===== config.mk =====
export PLATFORM = sky130hd
export DESIGN_NAME = bram_readback_checker_cmp
export DESIGN_NICKNAME = d
export VERILOG_FILES = /design/src/rtl/bram_readback_checker_pkg.sv /design/src/rtl/bram_readback_checker_cmp.sv
export SDC_FILE = /design/constraint.sdc
export NUM_CORES = 1
export LEC_CHECK = 0
export ABC_AREA = 1
export CORE_AREA = 2 2 77 79
export CTS_CLUSTER_SIZE = 25
export DETAILED_ROUTE_END_ITERATION = 7
export DIE_AREA = 0 0 79 81
export GPL_TIMING_DRIVEN = 0
export PLACE_DENSITY = 0.77
export SLEW_MARGIN = 0
export SYNTH_ARGS = -nofsm -noshare
export SYNTH_HDL_FRONTEND = slang
export SYNTH_SLANG_ARGS = --single-unit

===== constraint.sdc =====
create_clock -name clk -period 2.1 [get_ports clk]
set_clock_uncertainty 0.1 [all_clocks]
set_input_delay 0.525 -clock clk [delete_from_list [all_inputs] [get_ports clk]]
set_output_delay 0.525 -clock clk [all_outputs]
set_load 0.005 [all_outputs]

===== src/rtl/bram_readback_checker_pkg.sv =====
// Shared definitions for the BRAM readback checker and its companion write-side FSM.
package bram_readback_checker_pkg;

    localparam int unsigned RB_ADDR_WIDTH = 9;
    localparam int unsigned RB_DATA_WIDTH = 16;
    localparam int unsigned RB_ERR_WIDTH  = 8;

    typedef enum logic [1:0] {
        ST_IDLE  = 2'd0,
        ST_READ  = 2'd1,
        ST_DRAIN = 2'd2,
        ST_DONE  = 2'd3
    } rb_state_t;

    // Test pattern: the word stored at sweep index idx is seed + idx, wrapping at the word width.
    function automatic logic [RB_DATA_WIDTH-1:0] exp_word(
        input logic [RB_DATA_WIDTH-1:0] seed,
        input logic [RB_ADDR_WIDTH-1:0] idx
    );
        return seed + RB_DATA_WIDTH'(idx);
    endfunction

endpackage


===== src/rtl/bram_readback_checker_cmp.sv =====
// Compare stage: counts mismatches (saturating), latches the first failing address
// and keeps the most recent word read.
module bram_readback_checker_cmp
    import bram_readback_checker_pkg::*;
#(
    parameter int unsigned ADDR_WIDTH = RB_ADDR_WIDTH,
    parameter int unsigned DATA_WIDTH = RB_DATA_WIDTH,
    parameter int unsigned ERR_WIDTH  = RB_ERR_WIDTH
) (
    input  logic                  clk,
    input  logic                  rst_n,
    input  logic                  i_clear,
    input  logic                  i_valid,
    input  logic [DATA_WIDTH-1:0] i_expected,
    input  logic [DATA_WIDTH-1:0] i_data,
    input  logic [ADDR_WIDTH-1:0] i_addr,
    output logic                  o_mismatch_c,
    output logic [ERR_WIDTH-1:0]  o_err_count,
    output logic [ADDR_WIDTH-1:0] o_first_err_addr,
    output logic [DATA_WIDTH-1:0] o_last_value
);

    logic [ERR_WIDTH-1:0]  r_err_count;
    logic [ADDR_WIDTH-1:0] r_first_err_addr;
    logic [DATA_WIDTH-1:0] r_last_value;
    logic                  r_seen_err;
    logic                  w_mismatch;

    assign w_mismatch       = i_valid && (i_data != i_expected);
    assign o_mismatch_c     = w_mismatch;
    assign o_err_count      = r_err_count;
    assign o_first_err_addr = r_first_err_addr;
    assign o_last_value     = r_last_value;

    always_ff @(posedge clk or negedge rst_n) begin
        if (!rst_n) begin
            r_err_count      <= '0;
            r_first_err_addr <= '0;
            r_last_value     <= '0;
            r_seen_err       <= 1'b0;
        end else if (i_clear) begin
            r_err_count      <= '0;
            r_first_err_addr <= '0;
            r_seen_err       <= 1'b0;
        end else if (i_valid) begin
            r_last_value <= i_data;
            if (w_mismatch) begin
                if (r_err_count != '1) begin
                    r_err_count <= r_err_count + ERR_WIDTH'(1);
                end
                // Address 0 is a legal failing address, so a flag marks the capture.
                if (!r_seen_err) begin
                    r_seen_err       <= 1'b1;
                    r_first_err_addr <= i_addr;
                end
            end
        end
    end

endmodule


-- Yosys cells after proc, flatten, opt, wreduce, memory -nomap -nowiden
Index checks and enable logic that the tools add are counted.
- bits in registers: 34
- latch bits: 0
- bits in writable memories: 0
- bits in read-only memories: 0
- output and inout port bits: 34
- logic and storage cells: 28
- memories: 0
- add/sub/neg operators: 1
- multiply operators: 0
- divide/modulo/power cells: 0
- $lt $le $gt $ge: 0
- equality and inequality tests: 3
- shift operators: 0
- muxes and demuxes: 11
- bitwise operators: 1
- reduce and logical (&&, ||, !) cells: 8
- operator list (kind ; number):
    $mux 9 ; 4
    $mux 8 ; 4
    $ne 16x16->1 ; 1
    $add 8x1->8 const B ; 1
    $ne 8x8->1 const B ; 1
    $reduce_and 3->1 ; 2
    $reduce_bool 2->1 ; 3
    $reduce_and 2->1 ; 2
    $mux 1 ; 3
    $ne 2x2->1 const B ; 1
    $logic_and 1x1->1 ; 1
    $not 1->1 ; 1

-- Longest topological paths before layout
Gate-level depths: netlist of run 1.
- depth after elaboration: 5
- depth in mapped cells: 11
- gate-level depth less buffers: 11

-- Least setup slack after synthesis of run 1
Ideal clock, no wire load.
- kind: in2out
- start point: input port i_data[10]
- end point: output port o_mismatch_c
- data arrival time: 1.121 ns
- data required time: 1.475 ns
- slack: 0.354 ns
- cell stages on the path: 9
- cell sequence: inv_1 nand2_1 nand2_1 nor2_1 nand2_1 nor2_2 nand2_2 nand2_1 inv_1
- word-level cells in the longest chain between the ends: 2
- RTL lines (what ; line ; RTL):
    start, declared ; bram_readback_checker_cmp.sv:15 ; input logic [DATA_WIDTH-1:0] i_data,
    $ne 16x16->1 ; bram_readback_checker_cmp.sv:29 ; assign w_mismatch = i_valid && (i_data != i_expected);
    $logic_and 1x1->1 ; bram_readback_checker_cmp.sv:29 ;
    end, declared ; bram_readback_checker_cmp.sv:17 ; output logic o_mismatch_c,
Every way passes these cells.

-- Worst setup path in the final report of run 1
- start point: input port i_data[4]
- end point: register r_last_value[4], in the netlist o_last_value[4]
- RTL lines (what ; line ; RTL):
    end signal, assigned ; bram_readback_checker_cmp.sv:46 ; r_last_value <= i_data;
    end, declared ; bram_readback_checker_cmp.sv:25 ; logic [DATA_WIDTH-1:0] r_last_value;
No word-level cell between the ends.

==> results of run 1 <==
[worst reg2reg max path: stages, from the launching register on]
cell and delay, ns:
sky130_fd_sc_hd__dfrtp_1 0.41, sky130_fd_sc_hd__ha_1 0.20, sky130_fd_sc_hd__nand2_2 0.07, sky130_fd_sc_hd__nor2_2 0.15, sky130_fd_sc_hd__nand3_2 0.10, sky130_fd_sc_hd__nand3b_4 0.17, sky130_fd_sc_hd__nand3_4 0.15, sky130_fd_sc_hd__nand2_4 0.10
sky130_fd_sc_hd__nand2_1 0.07, sky130_fd_sc_hd__nand2_1 0.05
[cell type report]
class,instances,area share
timing repair buffer,158,0.371
clock buffer,7,0.0224
inverter,46,0.0508
tap,75,0.0276
clock inverter,1,0.00883
buffer,7,0.0114
sequential,34,0.250
multi-input combinational,186,0.258
[routing by layer]
metal,GRT usage,up-vias,part of all wire
li1,-,1146,-
met1,0.227,1049,0.40
met2,0.361,77,0.52
met3,0.0433,15,0.057
met4,0.0879,0,0.023
met5,0,-,0
[registers in the layout, indices dropped and copies added (netlist names)]
signal            cells
o_err_count           8
r_seen_err            1
o_first_err_addr      9
o_last_value         16
[metrics by stage]
| stage | worst slack [ns] | hold slack (ns) | util |
|---|---|---|---|
| after global routing | -0.0674 | 0.269 | 0.599 |
| after CTS | 0.00777 | 0.235 | 0.593 |
| after detailed placement | -0.735 | 0.373 | 0.489 |
| after floorplan | 0.354 | 0.129 | - |
| after global placement | -0.712 | 0.366 | 0.490 |
| final | 0.00806 | 0.215 | 0.599 |
[power groups by stage]
stage / Clock (mW) / Combinational [mW] / Sequential, mW
2_1_floorplan: 0 / 0.139 / 0.768
3_3_place_gp: 0 / 0.395 / 0.764
3_5_place_dp: 0 / 0.402 / 0.766
4_1_cts: 0.613 / 0.491 / 0.754
5_1_grt: 0.646 / 0.571 / 0.762
6_report: 0.593 / 0.518 / 0.755
[kinds of logic (layout without fill, tap and decap cells)]
| logic type | after synthesis | count (layout) |
|---|---|---|
| and+or+nand+nor | 164 | 164 |
| adders and majority gates | 1 | 1 |
| AOI/OAI and AO/OA | 17 | 17 |
| xor gates and xnor gates | 4 | 4 |
| DFF | 34 | 34 |
| buffers and inverters | 53 | 219 |
[cells in the mapped netlist (all sizes together), types with 3 or more instances]
| library cell | n |
|---|---|
| nand2 | 111 |
| inv | 46 |
| dfrtp | 34 |
| nor2 | 29 |
| nand3 | 21 |
| o21ai | 16 |
| buf | 3 |
| clkbuf | 3 |
| xor2 | 3 |
[placed cells by master (no fill, tap or decap), drive strengths merged, types with 3 or more instances in the layout]
master / netlist / final
nand2: 111 / 111
xor2: 3 / 3
dfrtp: 34 / 34
clkdlybuf4s50: 0 / 42
nor2: 29 / 29
o21ai: 16 / 16
inv: 46 / 46
nand3: 21 / 21
clkbuf: 3 / 10
buf: 3 / 118
[worst paths after layout]
check,startpoint,to,slack (ns)
setup / recovery,i_data[4],o_last_value[4]$_DFFE_PN0P_,0.008
hold / removal,rst_n,o_err_count[5]$_DFFE_PN0P_,0.21
setup reg to reg,o_err_count[0]$_DFFE_PN0P_,o_err_count[5]$_DFFE_PN0P_,0.41
hold reg to reg,o_last_value[7]$_DFFE_PN0P_,o_last_value[7]$_DFFE_PN0P_,0.39
max in group asynchronous,rst_n,o_last_value[2]$_DFFE_PN0P_,1.18
min in group clk,o_last_value[7]$_DFFE_PN0P_,o_last_value[7]$_DFFE_PN0P_,0.39
[what timing repair did]
item / 4_1_cts / 5_1_grt
hold buffers: 0 / 0
pin swaps: 32 / 8
gates resized for setup: 151 / 19
endpoints found under the setup margin: 1 / 8
buffers inserted: 84 / 0
==> run summary, run 1 <==
### Clocking
- **number of levels the H-tree was split into** 2
- **TritonCTS clock tree** built
- **number of sinks handled by clock tree synthesis** 34
- **Skew-Pair Late Insertion Delay** 0.28 ns
- **number of buffers between clock root and the deepest sink** 2
- **Num CTS Buffers** 5
- **CTS root buffer** sky130_fd_sc_hd__clkbuf_8
- **post-CTS clock slew at the launch and capture registers of the worst setup and hold paths** 0.07 ns

### Cells and area
- **fraction of layout instances using a drive strength above 1** 0.362
- **post-synthesis to final-layout area growth** 77.6%
- **Non-Filler Instances** 514
- **FF/Latch Area** 851 um2
- **# nets final** 484
- **# fillers** 499
- **Multi-input gate area** 877 um2
- **Non-Filler Cell Area, Final** 0.00340 mm2
- **antenna diode count** 0

### Power
- **clock power share** 0.318
- **worst ir drop on vdd** 0.000265 V
- **fraction of power spent switching nets** 0.263
- **Overall Power** 1.87 mW
- **cell internal pwr** 1.38 mW
- **power per unit of standard cell area** 549 mW/mm2
- **Sequential Power Share** 0.404
- **share of power burned in combinational logic** 0.278
- **total net switching power** 490 uW
- **leakage** 1.94 nW

### Placement
- **Placed Cells** 425
- **RePlAce Congestion** 0.729
- **Port Buffer Count** 77
- **Placed Area** 0.00277 mm2
- **hpwl dp** 3510 um

### Route
- **average detailed-routed wire length per instance** 12.1 um
- **number of detailed-routing iterations run before antenna repair** 4
- **total wire length after detailed routing** 6200 um
- **via count of the routed design** 2287
- **DR iter-0 viols** 98
- **post-detailed-route via-to-cell ratio** 4.45
- **remaining routing DRC violations** 0
- **count of nets left with antenna violations after detail routing** 0

### Worst setup path
- **master of the slowest instance on the critical path** sky130_fd_sc_hd__buf_4
- **kind of cell adding the most delay to the critical path** buffers and inverters
- **Setup CP Type** primary input to flip-flop
- **required arrival time at the worst endpoint** 2.22 ns
- **crit-path most repeated cell** sky130_fd_sc_hd__buf_4
- **maximum single-stage delay on the critical path** 0.12 ns
- **data arrival time of the critical path** 2.21 ns
- **type of origin of the critical path** primary input
- **number of gates on the worst path with buffers counted** 15
- **kind of end point of the critical path** flip-flop
- **worst reg-to-reg path cell count** 9
- **buffers and inverters on the worst path** 14
- **Critical Path Fanout Max** 2
- **cells traversed along the worst timing path** buf_6 > inv_2 > buf_4 > buf_4 > buf_4 > buf_4 > buf_4 > buf_4 > buf_4 > buf_4 > buf_4 > buf_4 > buf_4 > buf_4 > o21ai_2

### STA
- **normalized max-slew margin** 0.480
- **Pins Over Slew Limit** 0
- **Worst-Margin Slew** 0.780 ns
- **Max Clk Rate** 478 MHz
- **portion of the clock cycle consumed by the worst path in the final layout** 0.996
- **final number of setup-violating endpoints** 0
- **min cycle time layout** 2.09 ns
- **setup repair after global routing missed its margin** true
- **total negative slack for setup checks** 0 ns
- **final hold viol count** 0

### Synthesis
- **Cell variety after synth** 22
- **sequential share of the synthesized area** 0.444
- **Async S/R FF share, synth** 1.00
- **fraction of the mapped netlist area in simple logic gates** 0.376
- **count of flip-flops with a built-in enable after synthesis** 0
- **number of register bits inferred by synthesis** 34
- **YS warnings** 0
- **average cell area after synthesis** 7.01 um2
- **synthesized instance count** 273
- **Adder-Cell Fraction of Synth Area** 0.00654
- **multiplexer share of the synthesized area** 0
- **synthesized netlist net count** 319
- **xor-xnor portion of the synthesized cell area** 0.0183
- **synth top area cells** sky130_fd_sc_hd__dfrtp_1 44%, sky130_fd_sc_hd__nand2_1 21%, sky130_fd_sc_hd__inv_1 9.0%
- **most common flop cell mapped by yosys** sky130_fd_sc_hd__dfrtp_1
- **compound-gate portion of the synthesized area** 0.0444
- **area of the mapped netlist** 0.00191 mm2
- **main combinational cell family by area after synthesis** simple AND/OR/NAND/NOR gates
- **post-synthesis cell type with the largest combined area** sky130_fd_sc_hd__dfrtp_1
- **fraction of synthesized cell area taken by the top area cell type** 0.444

### Floorplanning
- **die width** 79 um
- **floorplan core area** 0.00568 mm2
- **area of the die** 0.00640 mm2
- **floorplan row count** 28
- **total I/O pin count** 79
- **Die Y** 81 um
- **initial core utilization** 0.337

### Flow run
- **max-capacitance violation count** 0

### GRT
- **first-pass GRT wire length** 9970 um
- **number of antenna violations at the first check in global routing** 0
- **number of global-route vias before repair** 2245
- **total overflow reported by the global router** 0
- **combined global-route utilization of all metal layers** 0.200
- **maximum number of pins on one net before global-route repair** 35

### Run status
- **outcome** completed

### Hold path
- **Worst Hold Class** primary input to async pin

Note: power is estimated with default switching activity, not from simulation.
==> inputs of run 2 (changes only) <==
--- a/config.mk
+++ b/config.mk
@@ -11,8 +11,10 @@
 export DETAILED_ROUTE_END_ITERATION = 7
 export DIE_AREA = 0 0 79 81
 export GPL_TIMING_DRIVEN = 0
+export HOLD_SLACK_MARGIN = 0.02
 export PLACE_DENSITY = 0.77
 export SLEW_MARGIN = 0
 export SYNTH_ARGS = -nofsm -noshare
 export SYNTH_HDL_FRONTEND = slang
 export SYNTH_SLANG_ARGS = --single-unit
+export TNS_END_PERCENT = 50
==> run 2 against run 1 <==
Against the previous run:
- global-route usage is the same
- sequential share of layout area grew 0.10 points
- hold slack lost 0.0028 ns
- clock power is essentially flat
- wire length shrank 1.3%
- clock-buffer cell count is the same
- largest power group unchanged
- highest routed layer unchanged
==> run summary, run 2 (synthesis gave the netlist of run 1 again) <==
### Run status
- **outcome** completed

### Route
- **DR iter-0 viols** 105, +7.1%
- **via count of the routed design** 2277, -0.44%
- **met2 routed wirelength** 3220 um, -0.86%
- **total wire length after detailed routing** 6120 um, -1.3%
- **count of nets left with antenna violations after detail routing** 0, unchanged
- **number of detailed-routing iterations run before antenna repair** 4, unchanged
- **topmost layer with routed signal wires** met4
- **post-detailed-route via-to-cell ratio** 4.43, -0.44%
- **average detailed-routed wire length per instance** 11.9 um, -1.3%
- **met1 WL** 2410 um, -2.1%
- **remaining routing DRC violations** 0, unchanged
- **Met3 Wirelength** 388 um, +9.6%

### Floorplanning
- **die width** 79 um, unchanged
- **area of the die** 0.00640 mm2, unchanged
- **total I/O pin count** 79, unchanged
- **floorplan row count** 28, unchanged
- **initial core utilization** 0.337, unchanged
- **floorplan core area** 0.00568 mm2, unchanged
- **Die Y** 81 um, unchanged

### STA
- **final hold viol count** 0, unchanged
- **Pins Over Slew Limit** 0, unchanged
- **min cycle time layout** 2.10 ns, +0.00728 ns
- **portion of the clock cycle consumed by the worst path in the final layout** 1.00, +0.00347
- **total negative slack for setup checks** 0 ns, unchanged
- **normalized max-slew margin** 0.480, about the same
- **Max Clk Rate** 476 MHz, -0.35%
- **setup repair after global routing missed its margin** true
- **Worst-Margin Slew** 0.780 ns, +0.000153 ns
- **post-route worst hold slack** 0.212 ns, -0.00277 ns
- **final number of setup-violating endpoints** 0, unchanged

### Worst setup path
- **worst flop-to-flop path endpoint** o_err_count[5]$_DFFE_PN0P_
- **required arrival time at the worst endpoint** 2.22 ns, about the same
- **setup slack of the worst register-to-register path** 0.41 ns, about the same
- **data arrival time of the critical path** 2.21 ns, about the same
- **Setup CP Type** primary input to flip-flop
- **worst reg2reg startpoint** o_err_count[0]$_DFFE_PN0P_
- **Critical Path Fanout Max** 2, unchanged
- **worst reg-to-reg path cell count** 9, unchanged
- **kind of end point of the critical path** flip-flop
- **type of origin of the critical path** primary input

### GRT
- **number of antenna violations at the first check in global routing** 0, unchanged
- **number of global-route vias before repair** 2245, unchanged
- **total overflow reported by the global router** 0, unchanged
- **first-pass GRT wire length** 9970 um, unchanged
- **maximum number of pins on one net before global-route repair** 35, unchanged
- **combined global-route utilization of all metal layers** 0.200, unchanged

### Cells and area
- **Largest register FFs** 16, unchanged
- **# fillers** 499, unchanged
- **most frequent standard cell in the layout excluding fill and tap cells** sky130_fd_sc_hd__nand2_1
- **commonest non-fill, non-tap cells in the layout** 106 x sky130_fd_sc_hd__nand2_1, 80 x sky130_fd_sc_hd__buf_4, 42 x sky130_fd_sc_hd__clkdlybuf4s50_1
- **post-layout util** 0.597, -0.00243
- **fraction of layout instances using a drive strength above 1** 0.358, -0.00456
- **antenna diode count** 0, unchanged
- **# nets final** 484, unchanged
- **Non-Filler Cell Area, Final** 0.00339 mm2, -0.40%
- **post-synthesis to final-layout area growth** 76.9%

### Placement
- **Port Buffer Count** 77, unchanged
- **Placed Area** 0.00277 mm2, unchanged
- **hpwl dp** 3510 um, unchanged
- **RePlAce Congestion** 0.729, unchanged

### Clocking
- **TritonCTS clock tree** built
- **number of sinks handled by clock tree synthesis** 34, unchanged
- **Num CTS Buffers** 5, unchanged
- **CTS root buffer** sky130_fd_sc_hd__clkbuf_8
- **post-CTS clock slew at the launch and capture registers of the worst setup and hold paths** 0.07 ns, about the same
- **Skew-Pair Late Insertion Delay** 0.29 ns, about the same
- **number of levels the H-tree was split into** 2, unchanged
- **number of buffers between clock root and the deepest sink** 2, unchanged

### Hold path
- **Worst Hold Class** primary input to async pin

### Flow run
- **max-capacitance violation count** 0, unchanged

### Power
- **worst ir drop on vdd** 0.000263 V, -0.76%
- **leakage** 1.93 nW, -0.26%
- **power per unit of standard cell area** 550 mW/mm2, +0.14%

## run 2: timing repair
item / in CTS / in global routing
pin swaps: 32 / 7
hold buffers: 0 / 0
resized for setup: 151 / 16
buffers inserted: 84 / 0
setup endpoints to repair: 1 / 8
## run 2: cell type report
| type | count | area (um2) | area share |
|---|---|---|---|
| Timing Repair Buffer | 158 | 1250 | 0.371 |
| Multi-Input combinational cell | 186 | 870 | 0.257 |
| Sequential cell | 34 | 851 | 0.251 |
| Inverter | 46 | 173 | 0.0510 |
| Tap cell | 75 | 93.8 | 0.0277 |
| Clock buffer | 7 | 76.3 | 0.0225 |
| Buffer | 7 | 38.8 | 0.0115 |
| Clock inverter | 1 | 30.0 | 0.00887 |
## run 2: how the worst max path moves through the flow
| stage | from | endpoint | slack (ns) |
|---|---|---|---|
| after floorplan | i_data[10] | o_mismatch_c | 0.35 |
| after global placement | i_data[9] | o_mismatch_c | -0.71 |
| after detailed placement | i_data[15] | o_mismatch_c | -0.74 |
| after CTS | i_expected[1] | o_mismatch_c | 0.008 |
| after global routing | i_expected[14] | o_mismatch_c | -0.05 |
| final | i_data[13] | o_last_value[13]$_DFFE_PN0P_ | 0.0008 |
## run 2: worst max-delay path, stage by stage
cell	delay, ns
sky130_fd_sc_hd__buf_2	0.09
sky130_fd_sc_hd__inv_2	0.04
sky130_fd_sc_hd__buf_4	0.12
sky130_fd_sc_hd__buf_4	0.12
sky130_fd_sc_hd__buf_4	0.12
sky130_fd_sc_hd__buf_4	0.12
sky130_fd_sc_hd__buf_4	0.12
sky130_fd_sc_hd__buf_4	0.12
sky130_fd_sc_hd__buf_4	0.12
sky130_fd_sc_hd__buf_4	0.13
sky130_fd_sc_hd__buf_4	0.12
sky130_fd_sc_hd__buf_4	0.12
sky130_fd_sc_hd__buf_4	0.12
sky130_fd_sc_hd__buf_4	0.12
sky130_fd_sc_hd__o21ai_1	0.11
## run 2: through the flow
stage | power (mW) | setup slack, ns | cells
after floorplan | 0.907 | 0.354 | 273
after global placement | 1.16 | -0.712 | 425
after detailed placement | 1.17 | -0.735 | 425
after CTS | 1.86 | 0.00777 | 516
after global routing | 1.97 | -0.0493 | 514
final | 1.86 | 0.000783 | 514
## run 2: report_power, final
group	leakage [nW]	internal, mW	switching, mW
clock	0.0524	0.355	0.239
sequential	0.437	0.716	0.0391
combinational	1.44	0.303	0.210
## run 2: per-layer routing
layer,global-route usage,vias up
met2,0.361,74
met3,0.0433,13
met1,0.227,1043
li1,-,1147
met4,0.0879,0
met5,0,-
==> inputs of run 3 (changes only) <==
--- a/config.mk
+++ b/config.mk
@@ -5,14 +5,14 @@
 export SDC_FILE = /design/constraint.sdc
 export NUM_CORES = 1
 export LEC_CHECK = 0
-export ABC_AREA = 1
-export CORE_AREA = 2 2 77 79
+export CAP_MARGIN = 5
+export CORE_AREA = 2 2 72 74
 export CTS_CLUSTER_SIZE = 25
 export DETAILED_ROUTE_END_ITERATION = 7
-export DIE_AREA = 0 0 79 81
+export DIE_AREA = 0 0 74 76
 export GPL_TIMING_DRIVEN = 0
 export HOLD_SLACK_MARGIN = 0.02
-export PLACE_DENSITY = 0.77
+export PLACE_DENSITY = 0.79
 export SLEW_MARGIN = 0
 export SYNTH_ARGS = -nofsm -noshare
 export SYNTH_HDL_FRONTEND = slang
==> run 3 against run 2 <==
Against the previous run:
- the flow now finishes with violations (setup timing)
- largest power group unchanged
- critical endpoint is now o_mismatch_c
- clock power shrank 25%
- design area shrank 20%
- wire length shrank 30%
- critical path depth shrank 8
- combinational power shrank 22%
- synthesized cell count shrank 47%
==> run summary, run 3 <==
### Run status
- **outcome** complete, but fails checks
- **failing checks** setup timing

### Synthesis
- **area of the mapped netlist** 0.00166 mm2, -13%
- **count of flip-flops with a built-in enable after synthesis** 0, unchanged
- **average cell area after synthesis** 11.4 um2, +63%
- **sequential share of the synthesized area** 0.514, +0.0692
- **Cell variety after synth** 27, +23%
- **synthesized netlist net count** 191, -40%
- **Adder-Cell Fraction of Synth Area** 0.00755, +0.00102
- **fraction of the mapped netlist area in simple logic gates** 0.125, -0.251
- **compound-gate portion of the synthesized area** 0.0763, +0.0318
- **fraction of synthesized cell area taken by the top area cell type** 0.514, +0.0692
- **synthesized instance count** 145, -47%
- **main combinational cell family by area after synthesis** multiplexers
- **post-synthesis cell type with the largest combined area** sky130_fd_sc_hd__dfrtp_1
- **xor-xnor portion of the synthesized cell area** 0.0846, +0.0663
- **most common flop cell mapped by yosys** sky130_fd_sc_hd__dfrtp_1
- **most common cell in the netlist** sky130_fd_sc_hd__dfrtp_1
- **multiplexer share of the synthesized area** 0.163, +0.163
- **number of register bits inferred by synthesis** 34, unchanged
- **synth top area cells** sky130_fd_sc_hd__dfrtp_1 51%, sky130_fd_sc_hd__mux2_2 11%, sky130_fd_sc_hd__xnor2_1 8.5%
- **most instantiated cells after synthesis** 34 x sky130_fd_sc_hd__dfrtp_1, 20 x sky130_fd_sc_hd__nand2_1, 16 x sky130_fd_sc_hd__mux2_2, 16 x sky130_fd_sc_hd__xnor2_1, 9 x sky130_fd_sc_hd__mux2i_1
- **YS warnings** 0, unchanged
- **Async S/R FF share, synth** 1.00, unchanged

### Cells and area
- **commonest non-fill, non-tap cells in the layout** 42 x sky130_fd_sc_hd__clkdlybuf4s50_1, 34 x sky130_fd_sc_hd__dfrtp_1, 20 x sky130_fd_sc_hd__nand2_1
- **Largest register FFs** 16, unchanged
- **# fillers** 423, -15%
- **post-layout util** 0.551, -0.0461
- **post-synthesis to final-layout area growth** 63.3%
- **antenna diode count** 0, unchanged
- **FF/Latch Area** 851 um2, unchanged
- **# nets final** 284, -41%
- **most frequent standard cell in the layout excluding fill and tap cells** sky130_fd_sc_hd__clkdlybuf4s50_1
- **Multi-input gate area** 858 um2, -1.3%
- **Non-Filler Cell Area, Final** 0.00271 mm2, -20%
- **fraction of layout instances using a drive strength above 1** 0.361, +0.00371

### Worst setup path
- **data arrival time of the critical path** 1.69 ns, -0.52 ns
- **required arrival time at the worst endpoint** 1.47 ns, -0.75 ns
- **type of origin of the critical path** primary input
- **crit-path most repeated cell** sky130_fd_sc_hd__buf_6
- **cells traversed along the worst timing path** buf_6 > xnor2_2 > nand4_1 > o41ai_4 > buf_6 > inv_4 > buf_6
- **kind of cell adding the most delay to the critical path** compound AO/OA/AOI/OAI gates
- **Setup CP Type** primary input to primary output
- **maximum single-stage delay on the critical path** 0.44 ns, +0.31 ns
- **kind of end point of the critical path** primary output
- **buffers and inverters on the worst path** 4, -10
- **Critical Path Fanout Max** 2, unchanged
- **master of the slowest instance on the critical path** sky130_fd_sc_hd__o41ai_4

### Clocking
- **number of levels the H-tree was split into** 2, unchanged
- **post-CTS clock slew at the launch and capture registers of the worst setup and hold paths** 0.07 ns, about the same
- **TritonCTS clock tree** built
- **Num CTS Buffers** 5, unchanged
- **number of buffers between clock root and the deepest sink** 2, unchanged
- **Skew-Pair Late Insertion Delay** 0.27 ns, -0.02 ns
- **CTS root buffer** sky130_fd_sc_hd__clkbuf_8
- **number of sinks handled by clock tree synthesis** 34, unchanged

### STA
- **normalized max-slew margin** 0.469, -0.0107
- **setup repair after global routing missed its margin** true
- **Pins Over Slew Limit** 0, unchanged
- **Max Clk Rate** 432 MHz, -9.3%
- **final critical-path setup slack** -0.214 ns, -0.215 ns
- **final number of setup-violating endpoints** 2, +2
- **portion of the clock cycle consumed by the worst path in the final layout** 1.10, +0.102
- **final hold viol count** 0, unchanged
- **total negative slack for setup checks** -0.386 ns, -0.386 ns
- **Worst-Margin Slew** 0.796 ns, +0.0161 ns
- **min cycle time layout** 2.31 ns, +0.215 ns
- **post-route worst hold slack** 0.233 ns, +0.0208 ns

### Floorplanning
- **floorplan core area** 0.00491 mm2, -13%
- **initial core utilization** 0.337, about the same
- **die width** 74 um, -6.3%
- **total I/O pin count** 79, unchanged
- **area of the die** 0.00562 mm2, -12%
- **Die Y** 76 um, -6.2%
- **floorplan row count** 26, -7.1%

### GRT
- **grt met3 use** 0.0476, +0.00429
- **maximum number of pins on one net before global-route repair** 35, unchanged
- **combined global-route utilization of all metal layers** 0.163, -0.0371
- **number of antenna violations at the first check in global routing** 0, unchanged
- **met2 layer usage reported by global route** 0.282, -0.0789
- **global-route met1 utilization** 0.192, -0.0348
- **GRT busiest layer** met2
- **first-pass GRT wire length** 6960 um, -30%
- **number of global-route vias before repair** 1480, -34%
- **total overflow reported by the global router** 0, unchanged

### Route
- **post-detailed-route via-to-cell ratio** 4.73, +6.8%
- **via count of the routed design** 1457, -36%
- **average detailed-routed wire length per instance** 13.9 um, +17%
- **remaining routing DRC violations** 0, unchanged
- **DR iter-0 viols** 57, -46%
- **number of detailed-routing iterations run before antenna repair** 4, unchanged
- **total wire length after detailed routing** 4290 um, -30%
- **count of nets left with antenna violations after detail routing** 0, unchanged

### Power
- **worst ir drop on vdd** 0.000248 V, -5.6%
- **cell internal pwr** 1.21 mW, -12%
- **share of power burned in combinational logic** 0.252, -0.023
- **clock power share** 0.279, -0.040
- **power per unit of standard cell area** 589 mW/mm2, +7.2%
- **leakage** 1.19 nW, -38%
- **Sequential Power Share** 0.469, +0.063
- **total net switching power** 387 uW, -21%
- **fraction of power spent switching nets** 0.243, -0.0188

### Placement
- **Port Buffer Count** 77, unchanged
- **RePlAce Congestion** 0.726, -0.30%
- **Placed Area** 0.00253 mm2, -8.7%
- **hpwl dp** 3070 um, -13%

### Flow run
- **max-capacitance violation count** 0, unchanged

### Hold path
- **Worst Hold Class** primary input to async pin

-- run 3: worst paths after layout --
path                       slack [ns]                         from  cells past startpoint                           end
max in group asynchronous        1.16                        rst_n                      1    o_err_count[4]$_DFFE_PN0P_
hold reg to reg                  0.40  o_last_value[2]$_DFFE_PN0P_                      1   o_last_value[2]$_DFFE_PN0P_
min in group clk                 0.39                   i_data[13]                      2  o_last_value[13]$_DFFE_PN0P_
hold / removal                   0.23                        rst_n                      1  o_last_value[13]$_DFFE_PN0P_
setup / recovery                -0.21                i_expected[0]                      7                  o_mismatch_c
setup reg to reg                 0.18   o_err_count[0]$_DFFE_PN0P_                      6    o_err_count[5]$_DFFE_PN0P_
-- run 3: cells by family (layout without fill, tap and decap cells) --
logic type      count (synthesis)  count (layout)
simple gates                   41              41
flops                          34              34
mux                            25              25
compound gates                 17              17
xor+xnor                       16              16
buf+inv                        11             104
fa+ha+maj                       1               1
-- run 3: cell type report --
| class | count | area share |
|---|---|---|
| Buffer | 6 | 0.0120 |
| Clock buffer | 7 | 0.0282 |
| Inverter | 5 | 0.00786 |
| Multi-Input combinational cell | 100 | 0.317 |
| Sequential cell | 34 | 0.315 |
| Tap cell | 70 | 0.0324 |
| Timing Repair Buffer | 86 | 0.288 |
-- run 3: stage by stage --
step                instances  power [mW]  setup slack [ns]
floorplan                 145       0.891           -0.0666
global placement          292        1.13             -1.25
detailed placement        292        1.14             -1.27
CTS                       308        1.60            -0.213
global route              308        1.68            -0.277
finish                    308        1.59            -0.214
-- run 3: power groups by stage --
stage          registers, mW  clock network [mW]  logic (mW)
6_report               0.747               0.444       0.402
5_1_grt                0.755               0.487       0.436
3_3_place_gp           0.756                   0       0.379
3_5_place_dp           0.759                   0       0.386
2_1_floorplan          0.763                   0       0.128
4_1_cts                0.748               0.461       0.393
-- run 3: layer usage --
| layer | vias to the layer above | share of wire |
|---|---|---|
| met5 | - | 0 |
| met4 | 0 | 0.0042 |
| met3 | 2 | 0.070 |
| met2 | 66 | 0.51 |
| met1 | 692 | 0.41 |
| li1 | 697 | - |
-- run 3: what timing repair did --
| item | 4_1_cts | 5_1_grt |
|---|---|---|
| setup buffers | 9 | 1 |
| hold buffers | 0 | 0 |
| setup endpoints to repair | 19 | 8 |
| resized for setup | 145 | 18 |
| pin swaps | 21 | 7 |
